[src/rtl/trig_seq_ctrl_if.sv]
// -----------------------------------------------------------------------------
// trig_seq_ctrl_if
// Bundles the trigger controller's control, configuration and status signals.
//
// Modports:
//   master : the register block / stimulus side. Drives the trigger pin,
//            pulses and configuration, and observes status.
//   slave  : the trigger controller itself.
//
// Signals:
//   trig_in       raw asynchronous trigger pin
//   sw_trig       software trigger pulse, one clk
//   arm / disarm  arm and disarm request pulses
//   cfg_filt_len  debounce window (level must persist cfg_filt_len+1 cycles)
//   cfg_edge      00 rising, 01 falling, 1x both
//   cfg_holdoff   dead cycles after each fire, 0 = none
//   cfg_burst     triggers accepted per arm, 0 = unlimited
//   trig_out      single-cycle start pulse to playback
//   armed         high in ARMED or HOLDOFF
//   done          high in DONE
//   flt_level     debounced trigger level
//   trig_count    triggers fired since last arm
//   trig_ts       timestamp of the last fire (0 when timestamps are not built)
// -----------------------------------------------------------------------------
interface trig_seq_ctrl_if #(
    parameter int P_FLT_W  = 16,
    parameter int P_HOLD_W = 24,
    parameter int P_CNT_W  = 16
);
    logic                trig_in;
    logic                sw_trig;
    logic                arm;
    logic                disarm;
    logic [P_FLT_W-1:0]  cfg_filt_len;
    logic [1:0]          cfg_edge;
    logic [P_HOLD_W-1:0] cfg_holdoff;
    logic [P_CNT_W-1:0]  cfg_burst;
    logic                trig_out;
    logic                armed;
    logic                done;
    logic                flt_level;
    logic [P_CNT_W-1:0]  trig_count;
    logic [31:0]         trig_ts;

    modport master (
        output trig_in, sw_trig, arm, disarm,
        output cfg_filt_len, cfg_edge, cfg_holdoff, cfg_burst,
        input  trig_out, armed, done, flt_level, trig_count, trig_ts
    );

    modport slave (
        input  trig_in, sw_trig, arm, disarm,
        input  cfg_filt_len, cfg_edge, cfg_holdoff, cfg_burst,
        output trig_out, armed, done, flt_level, trig_count, trig_ts
    );
endinterface

[src/rtl/trig_seq_ctrl.sv]
// -----------------------------------------------------------------------------
// trig_seq_ctrl
// Trigger-input controller for the AWG output path.
//
// A raw external trigger pin is synchronised through two flops, debounced by a
// runtime-programmable filter window, and edge-qualified. Qualified edges (or a
// software trigger) fire a single-cycle start pulse while the sequencer is
// ARMED. After each fire the sequencer may enter a blind HOLDOFF window, and
// after a programmed number of fires it parks in DONE until re-armed.
//
// Ports:
//   clk   system clock
//   rst   synchronous, active-high reset
//   bus   trig_seq_ctrl_if.slave (trigger pin, pulses, configuration, status)
//
// Build option:
//   TRIG_TIMESTAMP_EN  when defined, a 32-bit free-running counter is built
//                      and its value is captured into trig_ts on every fire.
//                      When undefined, trig_ts is tied to 0.
// -----------------------------------------------------------------------------
module trig_seq_ctrl #(
    parameter int P_FLT_W  = 16,
    parameter int P_HOLD_W = 24,
    parameter int P_CNT_W  = 16
) (
    input  logic           clk,
    input  logic           rst,
    trig_seq_ctrl_if.slave bus
);

    // Sequencer states
    localparam logic [1:0] ST_IDLE    = 2'd0;
    localparam logic [1:0] ST_ARMED   = 2'd1;
    localparam logic [1:0] ST_HOLDOFF = 2'd2;
    localparam logic [1:0] ST_DONE    = 2'd3;

    localparam logic [P_FLT_W-1:0]  FLT_ZERO  = {P_FLT_W{1'b0}};
    localparam logic [P_FLT_W-1:0]  FLT_ONE   = {{(P_FLT_W-1){1'b0}}, 1'b1};
    localparam logic [P_HOLD_W-1:0] HOLD_ZERO = {P_HOLD_W{1'b0}};
    localparam logic [P_HOLD_W-1:0] HOLD_ONE  = {{(P_HOLD_W-1){1'b0}}, 1'b1};
    localparam logic [P_CNT_W-1:0]  CNT_ZERO  = {P_CNT_W{1'b0}};
    localparam logic [P_CNT_W-1:0]  CNT_ONE   = {{(P_CNT_W-1){1'b0}}, 1'b1};

    // Synchroniser and filter
    logic                s1_r;
    logic                s2_r;
    logic [P_FLT_W-1:0]  flt_cnt_r;
    logic                flt_level_r;
    logic                flt_d_r;

    // Edge qualification and fire
    logic                rise_s;
    logic                fall_s;
    logic                qual_edge_s;
    logic                fire_s;
    logic                arm_ok_s;
    logic                burst_hit_s;
    logic [P_CNT_W-1:0]  cnt_inc_s;

    // Sequencer
    logic [1:0]          state_r;
    logic [1:0]          state_nxt_s;
    logic [P_HOLD_W-1:0] hold_cnt_r;
    logic [P_HOLD_W-1:0] hold_nxt_s;

    // Configuration captured at the accepted arm
    logic [1:0]          edge_l_r;
    logic [P_HOLD_W-1:0] hold_l_r;
    logic [P_CNT_W-1:0]  burst_l_r;

    // Registered outputs
    logic                trig_out_r;
    logic                armed_r;
    logic                done_r;
    logic [P_CNT_W-1:0]  trig_count_r;

    // Two-flop synchroniser for the asynchronous trigger pin
    always_ff @(posedge clk) begin
        if (rst) begin
            s1_r <= 1'b0;
            s2_r <= 1'b0;
        end else begin
            s1_r <= bus.trig_in;
            s2_r <= s1_r;
        end
    end

    // Debounce filter: the synchronised level must differ from the current
    // debounced level for cfg_filt_len+1 consecutive samples before it is
    // adopted. Any agreeing sample restarts the window. The window length is
    // read live, so a change applies at the very next compare.
    always_ff @(posedge clk) begin
        if (rst) begin
            flt_cnt_r   <= FLT_ZERO;
            flt_level_r <= 1'b0;
        end else if (s2_r == flt_level_r) begin
            flt_cnt_r   <= FLT_ZERO;
            flt_level_r <= flt_level_r;
        end else if (flt_cnt_r == bus.cfg_filt_len) begin
            flt_cnt_r   <= FLT_ZERO;
            flt_level_r <= s2_r;
        end else begin
            flt_cnt_r   <= flt_cnt_r + FLT_ONE;
            flt_level_r <= flt_level_r;
        end
    end

    // Delayed copy of the debounced level for edge detection
    always_ff @(posedge clk) begin
        if (rst) begin
            flt_d_r <= 1'b0;
        end else begin
            flt_d_r <= flt_level_r;
        end
    end

    // Edge polarity match against the edge selection latched at arm time
    always_comb begin
        rise_s = flt_level_r & ~flt_d_r;
        fall_s = ~flt_level_r & flt_d_r;
        case (edge_l_r)
            2'b00:   qual_edge_s = rise_s;
            2'b01:   qual_edge_s = fall_s;
            default: qual_edge_s = rise_s | fall_s;
        endcase
    end

    // Fire / arm qualification. Disarm wins over both a fire and an arm in
    // the same cycle; an arm is only honoured from IDLE or DONE.
    always_comb begin
        fire_s      = (state_r == ST_ARMED) && (qual_edge_s || bus.sw_trig) && !bus.disarm;
        arm_ok_s    = bus.arm && !bus.disarm && ((state_r == ST_IDLE) || (state_r == ST_DONE));
        cnt_inc_s   = trig_count_r + CNT_ONE;
        burst_hit_s = (burst_l_r != CNT_ZERO) && (cnt_inc_s == burst_l_r);
    end

    // Sequencer next-state and holdoff counter next value
    always_comb begin
        state_nxt_s = state_r;
        hold_nxt_s  = hold_cnt_r;
        if (bus.disarm) begin
            state_nxt_s = ST_IDLE;
            hold_nxt_s  = HOLD_ZERO;
        end else begin
            case (state_r)
                ST_IDLE: begin
                    if (bus.arm) begin
                        state_nxt_s = ST_ARMED;
                    end else begin
                        state_nxt_s = ST_IDLE;
                    end
                end
                ST_ARMED: begin
                    if (fire_s) begin
                        if (burst_hit_s) begin
                            state_nxt_s = ST_DONE;
                        end else if (hold_l_r != HOLD_ZERO) begin
                            state_nxt_s = ST_HOLDOFF;
                            hold_nxt_s  = hold_l_r;
                        end else begin
                            state_nxt_s = ST_ARMED;
                        end
                    end else begin
                        state_nxt_s = ST_ARMED;
                    end
                end
                ST_HOLDOFF: begin
                    // Loaded with cfg_holdoff on the fire; leaving when it
                    // reads 1 gives exactly cfg_holdoff blind cycles.
                    if (hold_cnt_r == HOLD_ONE) begin
                        state_nxt_s = ST_ARMED;
                        hold_nxt_s  = HOLD_ZERO;
                    end else begin
                        state_nxt_s = ST_HOLDOFF;
                        hold_nxt_s  = hold_cnt_r - HOLD_ONE;
                    end
                end
                ST_DONE: begin
                    if (bus.arm) begin
                        state_nxt_s = ST_ARMED;
                    end else begin
                        state_nxt_s = ST_DONE;
                    end
                end
                default: begin
                    state_nxt_s = ST_IDLE;
                    hold_nxt_s  = HOLD_ZERO;
                end
            endcase
        end
    end

    // Sequencer state, holdoff counter and status outputs
    always_ff @(posedge clk) begin
        if (rst) begin
            state_r    <= ST_IDLE;
            hold_cnt_r <= HOLD_ZERO;
            trig_out_r <= 1'b0;
            armed_r    <= 1'b0;
            done_r     <= 1'b0;
        end else begin
            state_r    <= state_nxt_s;
            hold_cnt_r <= hold_nxt_s;
            trig_out_r <= fire_s;
            armed_r    <= (state_nxt_s == ST_ARMED) || (state_nxt_s == ST_HOLDOFF);
            done_r     <= (state_nxt_s == ST_DONE);
        end
    end

    // Fire counter: cleared on an accepted arm, wraps when burst is unlimited
    always_ff @(posedge clk) begin
        if (rst) begin
            trig_count_r <= CNT_ZERO;
        end else if (arm_ok_s) begin
            trig_count_r <= CNT_ZERO;
        end else if (fire_s) begin
            trig_count_r <= cnt_inc_s;
        end else begin
            trig_count_r <= trig_count_r;
        end
    end

    // Configuration snapshot taken only on an accepted arm
    always_ff @(posedge clk) begin
        if (rst) begin
            edge_l_r  <= 2'b00;
            hold_l_r  <= HOLD_ZERO;
            burst_l_r <= CNT_ZERO;
        end else if (arm_ok_s) begin
            edge_l_r  <= bus.cfg_edge;
            hold_l_r  <= bus.cfg_holdoff;
            burst_l_r <= bus.cfg_burst;
        end else begin
            edge_l_r  <= edge_l_r;
            hold_l_r  <= hold_l_r;
            burst_l_r <= burst_l_r;
        end
    end

`ifdef TRIG_TIMESTAMP_EN
    logic [31:0] ts_cnt_r;
    logic [31:0] trig_ts_r;

    // Free-running timestamp counter
    always_ff @(posedge clk) begin
        if (rst) begin
            ts_cnt_r <= 32'd0;
        end else begin
            ts_cnt_r <= ts_cnt_r + 32'd1;
        end
    end

    // Capture the timestamp on the same edge that raises trig_out
    always_ff @(posedge clk) begin
        if (rst) begin
            trig_ts_r <= 32'd0;
        end else if (fire_s) begin
            trig_ts_r <= ts_cnt_r;
        end else begin
            trig_ts_r <= trig_ts_r;
        end
    end

    assign bus.trig_ts = trig_ts_r;
`else
    assign bus.trig_ts = 32'd0;
`endif

    assign bus.trig_out   = trig_out_r;
    assign bus.armed      = armed_r;
    assign bus.done       = done_r;
    assign bus.flt_level  = flt_level_r;
    assign bus.trig_count = trig_count_r;

endmodule

[src/flat_wrapper.sv]
// flat-port wrapper written by rule: the top's interface ports become plain ports
module trig_seq_ctrl_flat 
#(
    parameter int P_FLT_W  = 16,
    parameter int P_HOLD_W = 24,
    parameter int P_CNT_W  = 16
)
  (clk, rst, bus_trig_in, bus_sw_trig, bus_arm, bus_disarm, bus_cfg_filt_len, bus_cfg_edge, bus_cfg_holdoff, bus_cfg_burst, bus_trig_out, bus_armed, bus_done, bus_flt_level, bus_trig_count, bus_trig_ts);
  trig_seq_ctrl_if #(.P_FLT_W(P_FLT_W), .P_HOLD_W(P_HOLD_W), .P_CNT_W(P_CNT_W)) bus_i ();
  input  logic clk;
  input  logic rst;
  input wire logic [$bits(bus_i.trig_in)-1:0] bus_trig_in;
  input wire logic [$bits(bus_i.sw_trig)-1:0] bus_sw_trig;
  input wire logic [$bits(bus_i.arm)-1:0] bus_arm;
  input wire logic [$bits(bus_i.disarm)-1:0] bus_disarm;
  input wire logic [$bits(bus_i.cfg_filt_len)-1:0] bus_cfg_filt_len;
  input wire logic [$bits(bus_i.cfg_edge)-1:0] bus_cfg_edge;
  input wire logic [$bits(bus_i.cfg_holdoff)-1:0] bus_cfg_holdoff;
  input wire logic [$bits(bus_i.cfg_burst)-1:0] bus_cfg_burst;
  output wire logic [$bits(bus_i.trig_out)-1:0] bus_trig_out;
  output wire logic [$bits(bus_i.armed)-1:0] bus_armed;
  output wire logic [$bits(bus_i.done)-1:0] bus_done;
  output wire logic [$bits(bus_i.flt_level)-1:0] bus_flt_level;
  output wire logic [$bits(bus_i.trig_count)-1:0] bus_trig_count;
  output wire logic [$bits(bus_i.trig_ts)-1:0] bus_trig_ts;
  assign bus_i.trig_in = bus_trig_in;
  assign bus_i.sw_trig = bus_sw_trig;
  assign bus_i.arm = bus_arm;
  assign bus_i.disarm = bus_disarm;
  assign bus_i.cfg_filt_len = bus_cfg_filt_len;
  assign bus_i.cfg_edge = bus_cfg_edge;
  assign bus_i.cfg_holdoff = bus_cfg_holdoff;
  assign bus_i.cfg_burst = bus_cfg_burst;
  assign bus_trig_out = bus_i.trig_out;
  assign bus_armed = bus_i.armed;
  assign bus_done = bus_i.done;
  assign bus_flt_level = bus_i.flt_level;
  assign bus_trig_count = bus_i.trig_count;
  assign bus_trig_ts = bus_i.trig_ts;
  trig_seq_ctrl #(.P_FLT_W(P_FLT_W), .P_HOLD_W(P_HOLD_W), .P_CNT_W(P_CNT_W)) u_core (.clk(clk), .rst(rst), .bus(bus_i));
endmodule
[config.mk]
export PLATFORM = sky130hd
export DESIGN_NAME = trig_seq_ctrl_flat
export DESIGN_NICKNAME = d
export VERILOG_FILES = /design/src/rtl/trig_seq_ctrl_if.sv /design/src/rtl/trig_seq_ctrl.sv /design/src/flat_wrapper.sv
export SDC_FILE = /design/constraint.sdc
export NUM_CORES = 1
export LEC_CHECK = 0
export ABC_AREA = 1
export BUFFER_PORTS_ARGS = -buffer_cell sky130_fd_sc_hd__buf_2
export CORE_MARGIN = 2
export CORE_UTILIZATION = 30
export CTS_BUF_LIST = sky130_fd_sc_hd__clkbuf_8 sky130_fd_sc_hd__clkbuf_16
export DETAILED_ROUTE_END_ITERATION = 10
export SYNTH_ARGS = -nofsm -noshare
export SYNTH_HDL_FRONTEND = slang
export SYNTH_SLANG_ARGS = --single-unit
export TNS_END_PERCENT = 1
[constraint.sdc]
create_clock -name clk -period 4.6 [get_ports clk]
set_input_delay 0.69 -clock clk [delete_from_list [all_inputs] [get_ports clk]]
set_output_delay 0.69 -clock clk [all_outputs]
set_load 0.05 [all_outputs]
==> reports/metrics.yaml, run 1 <==
outcome: "finished, final reports clean"
fin_nets: 1059
fmax_ghz: 0.340
ys_top_cells_by_area: "dfxtp_1, nand2_1, inv_1, a21oi_1, nor2_1"
cts_root_buffer: "clkbuf_16"
netlist.top_cell.by_area: "dfxtp_1"
drt_iter0_markers: 317
holdWs_ps: 408
grt_setup_unrepaired: "false"
p_sw_w: 0.000603
drt_first_pass_iters: 5
post_cts_buffers: 0
power.total_w: 0.00216
crit_type: "reg2reg"
ant_nets: 0
die_w_um: 147
pwr-share-seq_pct: 45.4
crit_top_cell: "nand2_1"
grt_pass1_vias: 5055
gp_congestion: 0.830
antenna_found_initial: 0
hold_viol: 0
synth_edf_count: 0
clk_latency_ps: 350
setup_tns_ps: 0
routedWlPerCell_um: 12.4
clkTransAtPathRegs_ps: 70
worstPathRequired_ps: 4840
slowest_delay_ps: 390
ir_drop_mv: 0.180
wl_um: 15700
synth_most_common_cell: "nand2_1"
drc: 0
synthArstFlopShare_pct: 0
grt_overflow_total: 0
track_usage_pct: 14.4
worst_clock_skew_ps: 13.5
setup_violations: 0
worstMarginPinSlew_ps: 848
die_h_um: 147
htree_num_levels: 3
cpMaxStageDelayCell: "dfxtp_1"
cts_resized: 0
start_util_pct: 30.5
drive_gt1_share_pct: 12.8
hold_buffers: 0
clockPowerShare_pct: 39.9
grt_pass1_wl_um: 25300
synthCells: 918
cts_sinks: 107
period_needed_ps: 2940
cp_max_fo: 36
finalCritPeriodShare_pct: 64.0
core_area_um2: 20200
synth_commonest_cells: "nand2_1, inv_1, nor2_1"
fin_area_um2: 7020
crit_chain: "inv_1, ha_1, nor2_1, nor2_1, o21ai_1, nand2_1, nor2_2, buf_4, inv_2, a31oi_1, nand2_4, nand2_1, nand2_1, nand2_1, inv_1, ha_1, inv_1, nor2_1"
n_fill_cell: 2222
cts_tree: "done"
power.density_nw_per_um2: 308
dp_hpwl_um: 11900
p_int_w: 0.00156
p_leak_nw: 3.18
io_buffers: 83
synth_cell_types: 40
hold_path_class: "reg2reg"
maxCapViolCount: 0
vias: 5820
ys_ff_latch: 107
n_antenna_cell: 0
yosysTopAreaCellShare_pct: 34.8
r2r_slack_ps: 1660
synth.avg_cell_area_um2: 6.71
vias_per_cell: 4.62
synth-main-ff-cell: "dfxtp_1"
die_area_um2: 21700
drv_slew: 0
grt_max_degree: 50
rows: 52
worst_setup_path_start_kind: "register"
layout-area-overhead-vs-synth_pct: 13.9
crit_arrival_ps: 3180
p_sw_share_pct: 27.9
slew_headroom_pct: 43.5
yosysWarningCount: 0
ios: 116
endpoint_kind: "register"
yosysSeqAreaShare_pct: 34.8
cts_buffer_depth: 2
cts_buffers: 9
place_area_um2: 6680
comb_power_share_pct: 14.6
syn_area_um2: 6160
## path summary, 6_finish.rpt
| kind | end | start | cells after the start |
|---|---|---|---|
| min | u_core.s2_r | u_core.s1_r | 2 |
| min reg2reg | u_core.s2_r | u_core.s1_r | 2 |
| max | u_core.bus.armed | u_core.bus.flt_level | 18 |
| max reg2reg | u_core.bus.armed | u_core.bus.flt_level | 18 |
## stage by stage
step	setup slack, ps	instances	utilization [%]
CTS	1640	1259	34.8
floorplan	1840	949	-
global route	1350	1259	34.8
finish	1660	1259	34.8
global placement	1730	1243	33.1
detailed placement	1660	1243	33.1
## layout make-up
cell class	count	area, um^2	area share (%)
inverter	122	459	6.55
timing repair buffer	87	445	6.35
sequential	107	2140	30.5
tap	270	338	4.82
multi-input combinational	657	3300	47.0
clock buffer	10	239	3.41
clock inverter	6	93.8	1.34
## state kept, by name, indices dropped and copies added, names as in the netlist, 2 cells and up
name	count
u_core.burst_l_r	16
u_core.hold_cnt_r	24
u_core.state_r	2
u_core.edge_l_r	2
u_core.bus.trig_count	16
u_core.hold_l_r	24
u_core.flt_cnt_r	16
## kinds of logic after synthesis
group	count (synthesis)	share of synthesized area (%)
compound gates	178	15.3
other cells	1	0.0609
fa+ha+maj	11	2.23
flops	107	34.8
simple gates	404	29.3
xor+xnor	32	4.77
buf+inv	185	13.6
## layout by cell type (no fill, tap or decap), types with 4 or more instances in the layout
cell type | Yosys | routed
a21oi_1 | 81 | 81
a31oi_1 | 6 | 6
buf_2 | 2 | 83
buf_4 | 35 | 4
clkbuf_16 | 0 | 9
conb_1 | 1 | 32
dfxtp_1 | 107 | 107
ha_1 | 11 | 11
inv_1 | 119 | 119
nand2_1 | 160 | 159
nand2_2 | 5 | 6
nand3_1 | 66 | 66
nand4_1 | 16 | 16
nor2_1 | 108 | 108
nor2_4 | 4 | 4
nor3_1 | 17 | 17
nor4_1 | 11 | 11
o21ai_0 | 68 | 68
o22ai_1 | 14 | 14
xnor2_1 | 4 | 4
xor2_1 | 27 | 27
## metal layers
metal / vias up / GRT usage, % / share of wire [%]
li1: 3056 / - / -
met1: 2596 / 20.0 / 49
met2: 158 / 22.7 / 44
met3: 10 / 3.29 / 5.7
met4: 0 / 3.37 / 0.98
met5: - / 0 / 0
## critical path, delay by kind of cell, from the launching register on
kind | cells | cell delay [ps]
buffers and inverters | 5 | 590
AO/OA/AOI/OAI | 2 | 380
AND/OR/NAND/NOR | 9 | 870
adder cells (fa/ha/maj) | 2 | 570
flip-flops | 1 | 390
## power groups by stage
stage | Clock (W) | Combinational, W | Sequential [W]
global placement | 0 | 0.000316 | 0.00100
global route | 0.000932 | 0.000353 | 0.000985
floorplan | 0 | 0.000250 | 0.00101
CTS | 0.000893 | 0.000318 | 0.000981
finish | 0.000861 | 0.000316 | 0.000981
detailed placement | 0 | 0.000317 | 0.00100
(Power assumes the default switching activity.)
==> run 2: changes to the inputs <==
==> constraint.sdc (replaced) <==
create_clock -name clk -period 2.4 [get_ports clk]
set_input_delay 0.36 -clock clk [delete_from_list [all_inputs] [get_ports clk]]
set_output_delay 0.36 -clock clk [all_outputs]
set_load 0.05 [all_outputs]
==> reports/metrics.yaml, run 2 (synthesis gave the netlist of run 1 again) <==
hold_path_class: "in2reg"
worst_clock_skew_ps: 7.88
slew_headroom_pct: 50.2
power.density_nw_per_um2: 556
clkTransAtPathRegs_ps: 80
cts_sinks: 107
fin_nets: 1080
rows: 52
layout_common_cells: "nand2_1, inv_1, nor2_1, dfxtp_1, buf_2"
clk_latency_ps: 360
p_sw_share_pct: 30.3
worstRegToRegCells: 14
vias_per_cell: 4.65
cp_max_fo: 17
holdWs_ps: 212
worstPathRequired_ps: 2660
grt_pass1_vias: 5509
ant_nets: 0
wl_um: 16500
min_path_cells: 3
worst_r2r_startpoint: "u_core.bus.trig_count[0]"
p_sw_w: 0.00122
vias: 5962
routedWlPerCell_um: 12.9
setup_violations: 0
cts_root_buffer: "clkbuf_16"
ir_drop_mv: 0.350
layout-area-overhead-vs-synth_pct: 17.7
die_area_um2: 21700
endpoint_kind: "register"
start_util_pct: 30.5
grt_pass1_wl_um: 26600
p_int_w: 0.00281
die_h_um: 147
core_area_um2: 20200
layout_commonest_cell: "nand2_1"
period_needed_ps: 2250
comb_power_share_pct: 16.3
r2r-end: "u_core.hold_cnt_r[0]"
timing.final.ws_setup_ps: 150
p_leak_nw: 3.28
min_to: "u_core.s1_r"
crit_type: "reg2reg"
crit_arrival_ps: 2510
hold_viol: 0
drv_slew: 0
dpl_worst_slack_ps: 63.8
finalCritPeriodShare_pct: 93.7
pwr-share-seq_pct: 46.6
power.total_w: 0.00403
drc: 0
worstMarginPinSlew_ps: 747
cts_buffer_depth: 2
antenna_found_initial: 0
outcome: "finished, final reports clean"
n_fill_cell: 2202
grt_max_degree: 47
cts_buffers: 9
drt_iter0_markers: 305
largestRegisters: "u_core.hold_cnt_r x24, u_core.hold_l_r x24"
grt_setup_unrepaired: "true"
clockPowerShare_pct: 37.2
die_w_um: 147
grt_overflow_total: 0
gp_congestion: 0.857
htree_num_levels: 3
io_buffers: 83
hold_buffers: 0
maxCapViolCount: 0
drive_gt1_share_pct: 16.1
hold_start: "bus_trig_in"
drt_first_pass_iters: 5
ios: 116
utilization_pct: 35.9
fmax_ghz: 0.444
worst_setup_path_start_kind: "register"
dp_hpwl_um: 12300
cts_tree: "done"
r2r_slack_ps: 150
track_usage_pct: 15.1
## run 2: worst max-delay path, stage by stage, from the launching register on
cell       delay (ps)
dfxtp_4           390
ha_4              160
nand2_2            90
nor2_4            230
nand3_2           140
xnor3_1           210
nand2_1            60
nor2_2            130
nand3_2           110
nand2_4           100
buf_4             140
clkbuf_16         170
nand3_1            70
nand2_1            80
nor2_1             40
## run 2: layer usage
metal,vias up,global-route usage (%),wire length (um)
met5,-,0,0
met4,0,5.14,305
met3,19,3.14,884
met2,157,23.7,7310
met1,2686,20.6,8030
li1,3100,-,-
## run 2: area by class of cell
class                           count  area (um^2)  share of cell area [%]
Antenna cell                        1         2.50                  0.0345
Clock buffer                       10          239                    3.30
Clock inverter                      6         56.3                   0.777
Inverter                          122          459                    6.34
Multi-Input combinational cell    657         3360                    46.4
Sequential cell                   107         2160                    29.8
Tap cell                          270          338                    4.66
Timing Repair Buffer              108          633                    8.73
## run 2: power groups by stage
| stage | Sequential [W] | Clock [W] | Combinational (W) |
|---|---|---|---|
| after detailed placement | 0.00192 | 0 | 0.000643 |
| after global placement | 0.00192 | 0 | 0.000642 |
| final | 0.00188 | 0.00150 | 0.000655 |
| after floorplan | 0.00193 | 0 | 0.000480 |
| after CTS | 0.00188 | 0.00156 | 0.000646 |
| after global routing | 0.00189 | 0.00160 | 0.000728 |
## run 2: worst max-delay path by stage
stage | cells after the start | startpoint | slack (ps) | endpoint
floorplan | 17 | u_core.bus.trig_count[2] | 2 | u_core.bus.armed
global placement | 17 | u_core.bus.flt_level | 100 | u_core.bus.armed
global route | 18 | u_core.bus.trig_count[0] | -60 | u_core.bus.armed
detailed placement | 13 | u_core.bus.trig_count[0] | 60 | u_core.hold_cnt_r[2]
finish | 14 | u_core.bus.trig_count[0] | 150 | u_core.hold_cnt_r[0]
CTS | 14 | u_core.bus.trig_count[0] | 40 | u_core.hold_cnt_r[3]
## run 2: per-stage QoR
stage | TNS [ps] | instances | instance area [um^2]
global placement | 0 | 1262 | 6850
floorplan | 0 | 949 | 6290
global route | -91.4 | 1280 | 7250
CTS | 0 | 1278 | 7150
finish | 0 | 1281 | 7250
detailed placement | 0 | 1262 | 6850
## run 2: what timing repair did
action,CTS,global route
buffers inserted,0,1
endpoints found under the setup margin,0,27
hold endpoints to repair,0,0
resized for setup,0,14
